$ cat config.mk
export PLATFORM = sky130hd
export DESIGN_NAME = vga_sync_decoder
export DESIGN_NICKNAME = d
export VERILOG_FILES = /design/src/rtl/vga_sync_decoder.sv
export SDC_FILE = /design/constraint.sdc
export NUM_CORES = 1
export LEC_CHECK = 0
export BUFFER_PORTS_ARGS = -buffer_cell sky130_fd_sc_hd__buf_2
export CAP_MARGIN = 10
export CORE_MARGIN = 2
export CORE_UTILIZATION = 50
export DETAILED_ROUTE_END_ITERATION = 16
export PLACE_DENSITY = 0.72
export SYNTH_ARGS = -nofsm -noshare
export SYNTH_HDL_FRONTEND = slang
export SYNTH_SLANG_ARGS = --single-unit
$ cat constraint.sdc
create_clock -name clk -period 3.4 [get_ports clk]
set_input_delay 0 -clock clk [delete_from_list [all_inputs] [get_ports clk]]
set_output_delay 0 -clock clk [all_outputs]
set_load 0.1 [all_outputs]
$ cat src/rtl/vga_sync_decoder.sv
// vga_sync_decoder: rebuilds pixel coordinates from active-low hsync/vsync edges and tracks lock.
// Define VGA_DEC_ERRCNT_EN to build the saturating lock-loss counter driven onto errCount.
module vga_sync_decoder #(
  parameter int unsigned HACTIVE     = 640,
  parameter int unsigned HFP         = 16,
  parameter int unsigned HSYN        = 96,
  parameter int unsigned HBP         = 48,
  parameter int unsigned VACTIVE     = 480,
  parameter int unsigned VFP         = 10,
  parameter int unsigned VSYN        = 2,
  parameter int unsigned VBP         = 33,
  parameter int unsigned LOCK_FRAMES = 2
) (
  input  logic       clk,
  input  logic       reset,
  input  logic       hsync,
  input  logic       vsync,
  output logic [9:0] x,
  output logic [9:0] y,
  output logic       active,
  output logic       locked,
  output logic [7:0] errCount
);

  localparam int unsigned CW     = 10;
  localparam int unsigned EW     = 8;
  localparam int unsigned HTOTAL = HACTIVE + HFP + HSYN + HBP;
  localparam int unsigned VTOTAL = VACTIVE + VFP + VSYN + VBP;
  localparam int unsigned HS0    = HACTIVE + HFP;
  localparam int unsigned VS0    = VACTIVE + VFP;
  localparam int unsigned GFW    = $clog2(LOCK_FRAMES + 1);

  localparam logic [CW-1:0]  HLAST_C = CW'(HTOTAL - 1);
  localparam logic [CW-1:0]  VLAST_C = CW'(VTOTAL - 1);
  localparam logic [CW-1:0]  HS0_C   = CW'(HS0);
  localparam logic [CW-1:0]  VS0_C   = CW'(VS0);
  localparam logic [CW-1:0]  HACT_C  = CW'(HACTIVE);
  localparam logic [CW-1:0]  VACT_C  = CW'(VACTIVE);
  localparam logic [GFW-1:0] LOCK_C  = GFW'(LOCK_FRAMES);

  typedef enum logic [1:0] {
    ST_SEARCH  = 2'd0,
    ST_ACQUIRE = 2'd1,
    ST_LOCKED  = 2'd2
  } state_e;

  state_e         state_q, state_d;
  logic           hs_prev_q, vs_prev_q;
  logic [CW-1:0]  x_q, x_d, y_q, y_d;
  logic [CW-1:0]  xn, yn;
  logic           h_seen_q, h_seen_d, v_seen_q, v_seen_d;
  logic [GFW-1:0] gf_q, gf_d, gf_inc;
  logic           active_q, active_d;
  logic           locked_q, locked_d;
  logic           h_fall, v_fall, x_wrap;
  logic           h_err, v_err, any_err, enter_search;

  // Edge detection, free-run prediction and phase checks
  always_comb begin
    h_fall  = hs_prev_q & ~hsync;
    v_fall  = vs_prev_q & ~vsync;
    x_wrap  = (x_q == HLAST_C);
    xn      = x_wrap ? '0 : x_q + CW'(1);
    yn      = y_q;
    if (x_wrap) begin
      yn = (y_q == VLAST_C) ? '0 : y_q + CW'(1);
    end
    x_d     = h_fall ? HS0_C : xn;
    y_d     = v_fall ? VS0_C : yn;
    h_err   = h_seen_q & (h_fall ^ (xn == HS0_C));
    v_err   = v_seen_q & (v_fall ^ ((xn == '0) && (yn == VS0_C)));
    any_err = h_err | v_err;
  end

  // Lock state machine; an error beats a lock-qualifying vsync edge
  always_comb begin
    state_d = state_q;
    gf_d    = gf_q;
    gf_inc  = gf_q + GFW'(1);
    case (state_q)
      ST_SEARCH: begin
        if (v_fall && h_seen_q) begin
          state_d = ST_ACQUIRE;
          gf_d    = '0;
        end
      end
      ST_ACQUIRE: begin
        if (any_err) begin
          state_d = ST_SEARCH;
        end else if (v_fall) begin
          gf_d = gf_inc;
          if (gf_inc == LOCK_C) begin
            state_d = ST_LOCKED;
          end
        end
      end
      ST_LOCKED: begin
        if (any_err) begin
          state_d = ST_SEARCH;
        end
      end
      default: state_d = ST_SEARCH;
    endcase

    enter_search = (state_d == ST_SEARCH) && (state_q != ST_SEARCH);
    h_seen_d     = enter_search ? 1'b0 : (h_seen_q | h_fall);
    v_seen_d     = enter_search ? 1'b0 : (v_seen_q | v_fall);
    locked_d     = (state_d == ST_LOCKED);
    active_d     = locked_d && (x_d < HACT_C) && (y_d < VACT_C);
  end

  always_ff @(posedge clk or posedge reset) begin
    if (reset) begin
      state_q   <= ST_SEARCH;
      hs_prev_q <= 1'b1;
      vs_prev_q <= 1'b1;
      x_q       <= '0;
      y_q       <= '0;
      h_seen_q  <= 1'b0;
      v_seen_q  <= 1'b0;
      gf_q      <= '0;
      active_q  <= 1'b0;
      locked_q  <= 1'b0;
    end else begin
      state_q   <= state_d;
      hs_prev_q <= hsync;
      vs_prev_q <= vsync;
      x_q       <= x_d;
      y_q       <= y_d;
      h_seen_q  <= h_seen_d;
      v_seen_q  <= v_seen_d;
      gf_q      <= gf_d;
      active_q  <= active_d;
      locked_q  <= locked_d;
    end
  end

  assign x      = x_q;
  assign y      = y_q;
  assign active = active_q;
  assign locked = locked_q;

`ifdef VGA_DEC_ERRCNT_EN
  logic          lose_lock;
  logic [EW-1:0] err_cnt_q;

  assign lose_lock = (state_q == ST_LOCKED) && any_err;

  // Saturating count of lock losses
  always_ff @(posedge clk or posedge reset) begin
    if (reset) begin
      err_cnt_q <= '0;
    end else if (lose_lock && (err_cnt_q != {EW{1'b1}})) begin
      err_cnt_q <= err_cnt_q + EW'(1);
    end
  end

  assign errCount = err_cnt_q;
`else
  assign errCount = EW'(0);
`endif

endmodule
**Yosys cells after proc, flatten, opt, wreduce, memory -nomap -nowiden**

Cells that the tools add are included.

- Output and inout port bits: 30
- Bits of input ports: 4
- Bits in registers: 30

- Bitwise operators: 11
- Reduce and logical (&&, ||, !) cells: 11
- Multiplexer cells: 17
- $lt $le $gt $ge: 2
- Eq/ne operators: 11
- Add/sub/neg operators: 3

Operators with widths:

| kind | count |
|---|---|
| 10-bit 2-to-1 mux | 5 |
| 10-bit equality test, second input constant | 3 |
| 10-bit by 1-bit adder with 10-bit output, second input constant | 2 |
| 2-bit 2-to-1 mux | 8 |
| 10-bit by 9-bit equality test with 1-bit output, second input constant | 1 |
| 10-bit logical NOT | 1 |
| 10-bit < comparator, second input constant | 1 |
| 10-bit by 9-bit < comparator with 1-bit output, second input constant | 1 |
| 2-bit equality test, second input constant | 3 |
| 2-bit != test, second input constant | 3 |
| 2-bit one-hot mux with 3 select lines | 1 |
| 1-bit logical AND | 5 |
| 1-bit AND | 4 |
| 2-bit logical NOT | 2 |
| 2-bit one-hot mux with 2 select lines | 1 |
| 4-bit AND reduction | 1 |
| 2-bit nonzero test | 2 |
| 1-bit bitwise OR | 3 |
| 2-bit by 1-bit adder with 2-bit output, second input constant | 1 |
| 2-bit by 1-bit equality test with 1-bit output, second input constant | 1 |
| 1-bit 2-to-1 mux | 2 |
| 1-bit inverter | 2 |
| 1-bit bitwise XOR | 2 |

**Longest topological paths before layout**

- Depth in word-level cells: 13
- Mapped depth: 10
- Mapped depth without buffers: 10

**Least setup slack after synthesis**

OpenSTA, ideal clock, no wires.

- Kind: register -> register
- Start point: reg x_q[1] (netlist: x[1])
- End point: reg gf_q[1]
- Data required time: 3.332 ns
- Stages on the path, launching flop included: 11
- Library setup time: 0.068 ns
- Data arrival time: 3.459 ns
- Slack: -0.127 ns
- Cells stage by stage: dfrtp_1 > ha_1 > nand4_1 > buf_2 > or4_4 > o21bai_1 > a22oi_2 > nand4_2 > a211o_1 > or3_1 > nand3_1

- Longest elaborated chain between the ends: 9

RTL lines:

| element | RTL line | RTL |
|---|---|---|
| from (decl) | 49 | `logic [CW-1:0] x_q, x_d, y_q, y_d;` |
| from (signal assigned) | 117 | `x_q <= '0;` |
| from (signal assigned) | 128 | `x_q <= x_d;` |
| 10-bit by 1-bit adder with 10-bit output or 10-bit equality test (tied branches) | 63, 62 |  |
| 10-bit 2-to-1 mux, on equally long branches | 63, 65 |  |
| 10-bit logical NOT or 10-bit by 9-bit equality test with 1-bit output (tied branches) | 71 | `v_err = v_seen_q & (v_fall ^ ((xn == '0) && (yn == VS0_C)));` |
| 1-bit logical AND | 71 |  |
| 1-bit bitwise XOR | 71 |  |
| 1-bit AND | 71 |  |
| 1-bit bitwise OR (*) | 72 | `any_err = h_err \| v_err;` |
| 2-bit != test (no line) (*) | -- |  |
| 4-bit AND reduction (no line) (*) | -- |  |
| to (signal assigned) | 132 | `gf_q <= gf_d;` |
| to (decl) | 52 | `logic [GFW-1:0] gf_q, gf_d, gf_inc;` |

Every way passes the cells marked *; elsewhere a longest branch is shown, timed or not.
A chain may end at the register's enable or synchronous reset.

**Worst setup path in the final report**

- Start point: reg x_q[0] (netlist: x[0])
- End point: reg gf_q[0]

The elaborated chain is that of the path after synthesis.

==> impl_results.md <==
- CTS sink count: 30
- Asr flop ratio synth: 1.00
- EDFF count, synth: 0
- PD cells: 513 nW/um^2
- Io pins: 34
- Xor and xnor area share after synthesis: 0.0462
- Compound-Gate Fraction of Synth Area: 0.192
- Post-CTS setup buffers: 0
- Core area: 4000 sq um
- Final Core Density: 0.586
- Largest family of logic cells by synthesized area: simple AND/OR/NAND/NOR gates
- Final WL: 4620 um
- Slew @ Worst Pin: 0.631 ns
- Final #Nets: 267
- Area of the multi-input gates: 1180 sq um
- Setup TNS: 0 ns
- Final hold vios: 0
- GR peak layer: met1
- Port bufs: 25
- First-pass GRT wire length: 7520 um
- Slew HR: 0.578
- First-pass iteration count of the detailed router: 4
- # rows: 23
- CTS tree: built
- R2R Setup Slk: 0.29 ns
- Slew Limit Fails: 0
- DIE HEIGHT: 68.6 um
- Most common cell after layout, fill and taps aside: dfrtp_1
- Post-DR vias/cell: 5.84
- Fill count: 367
- FF-to-FF Start: x[0]$_DFF_PP0_
- Status: complete, no violations
- Maximum clock insertion buffer count: 2
- Worst Path Max Fanout: 7
- Worst setup path category: register to register
- Die W: 68.6 um
- Mapped Area: 2090 sq um
- Post-Synthesis Mean Instance Area: 9.00 sq um
- Post-synth cell types: 64
- Top_reg_cell synth: dfrtp_1
- M1 GR Usage: 0.309
- Post-synthesis adder-cell area fraction: 0.0240
- Highest-count cells in the layout ignoring fill and taps: dfrtp_1 (26), nand2_1 (25), buf_2 (25), nor2_1 (19), inv_1 (10)
- CTS Root Cell: clkbuf_8
- Initial Utilization: 0.522
- Initial DRC count: 183
- Residual DRC: 0
- Largest net degree at the start of global routing: 31
- Vias in the first global route: 1564
- Area growth syn-to-layout: 12.2%
- Sequential area share after synthesis: 0.361
- Crit path required time: 3.62 ns
- Worst Setup End Kind: register
- Clk Latency, worst-skew pair: 0.29 ns
- GR Util met2: 0.306
- Tcrit/Tclk final: 0.914
- Fraction of the mapped netlist area in simple logic gates: 0.278
- Lkg Pwr: 0.940 nW
- Ys Warns: 0
- Clk slew on worst S/H paths: 0.07 ns
- Post-layout min period: 3.11 ns
- Worst EP arrival: 3.33 ns
- Worst Hold Class: primary input to async pin
- RSZ-0062 raised after global routing: no
- Initial antenna violation count: 0
- ANT cells: 0
- Worst Setup Start Kind: register
- Final antenna-violating net count: 0
- CP startpoint: x[0]$_DFF_PP0_
- Max Fclk: 322 MHz
- Wire per inst: 14.9 um
- Max_cap viols: 0
- Max rail drop VDD: 0.000332 V
- Clock skew: 0.0129 ns
- Mux cell area share after synthesis: 0.0102
- GR Util All Layers: 0.215
- PnR worst setup slack: 0.291 ns
- Storage cell area: 756 sq um
- Dpl hpwl: 3300 um
- DR vias: 1809
- H-Tree Depth: 2
- Gr ovfl total: 0
- TritonCTS Buffers: 5
- Final setup vio count: 0
- Pre-CTS setup slack: 0.323 ns
- Die area: 4710 sq um
- Gate Count Post-Synth: 232
- Met3 Use GR: 0.0487
- Gpl congestion: 0.939
- Share of cells above drive strength 1: 0.238
- Synth Register Bits: 30
## path summary, 6_finish.rpt
| path | to | cells past startpoint |
|---|---|---|
| min reg2reg | x[0]$_DFF_PP0_ | 1 |
| max | gf_q[0]$_DFFE_PP0P_ | 9 |
| min in group clk | hs_prev_q$_DFF_PP1_ | 2 |
| max in group asynchronous | vs_prev_q$_DFF_PP1_ | 4 |
| min | x[6]$_DFF_PP0_ | 4 |
| max reg2reg | gf_q[0]$_DFFE_PP0P_ | 9 |
## synthesized netlist by cell type (5+ instances only)
master   count  share of area
a21oi_1      5          0.012
buf_4       11          0.040
dfrtp_1     28           0.34
inv_1       10          0.018
nand2_1     25          0.045
nand3_1      8          0.019
nand4_1      6          0.018
nor2_1      19          0.034
nor3_1       7          0.017
o21ai_0      8          0.019
xnor2_1      5          0.021
xor2_1       6          0.025
## state kept, by name, indices dropped and copies added, names as in the netlist
| register | flops |
|---|---|
| x | 10 |
| y | 10 |
| gf_q | 2 |
| state_q | 2 |
| active | 1 |
| h_seen_q | 1 |
| hs_prev_q | 1 |
| locked | 1 |
| v_seen_q | 1 |
| vs_prev_q | 1 |
## through the flow
| stage | total power, W | hold WS [ns] | std cells | area, sq um |
|---|---|---|---|---|
| global placement | 0.000896 | 0.0964 | 299 | 2210 |
| finish | 0.00120 | 0.321 | 310 | 2340 |
| global route | 0.00128 | 0.359 | 310 | 2340 |
| detailed placement | 0.000900 | 0.0990 | 299 | 2210 |
| CTS | 0.00121 | 0.329 | 310 | 2340 |
| floorplan | 0.000836 | 0.00448 | 239 | 2120 |
## layout make-up
| class | count | area share |
|---|---|---|
| Sequential cell | 30 | 0.323 |
| Timing Repair Buffer | 35 | 0.0887 |
| Clock buffer | 6 | 0.0353 |
| Inverter | 10 | 0.0160 |
| Multi-Input combinational cell | 177 | 0.505 |
| Clock inverter | 2 | 0.00534 |
| Tap cell | 50 | 0.0267 |
## report_power, final
group / internal (W) / total (W) / switching [W]
clock: 0.000163 / 0.000305 / 0.000142
combinational: 0.000120 / 0.000424 / 0.000304
sequential: 0.000408 / 0.000473 / 0.0000653
total: 0.000690 / 0.00120 / 0.000512
## worst max-delay path: stages (launching register included)
cell,delay [ns]
dfrtp_2,0.40
ha_1,0.24
nand4_1,0.29
or3_4,0.51
o41ai_1,0.37
and4_1,0.25
nand4_2,0.16
a211o_1,0.37
or3_1,0.35
nand3_1,0.09
## cells by family (layout without fill, tap and decap cells)
family          after synthesis  in the layout
fa+ha+maj                     4              4
buf+inv                      32             53
compound gates               50             50
other cells                   1              8
mux                           2              2
flops                        30             30
xor+xnor                     11             11
simple gates                102            102
## repair_timing
item	4_1_cts	5_1_grt
endpoints found under the hold margin	30	0
gates resized for setup	0	1
setup endpoints to repair	0	1
hold buffers	3	0
## metal layers
metal,vias up,wire [um]
li1,893,-
met1,851,2240
met2,55,2090
met3,10,201
met4,0,86
met5,-,0
No activity file was read; power rests on OpenSTA's default activity.
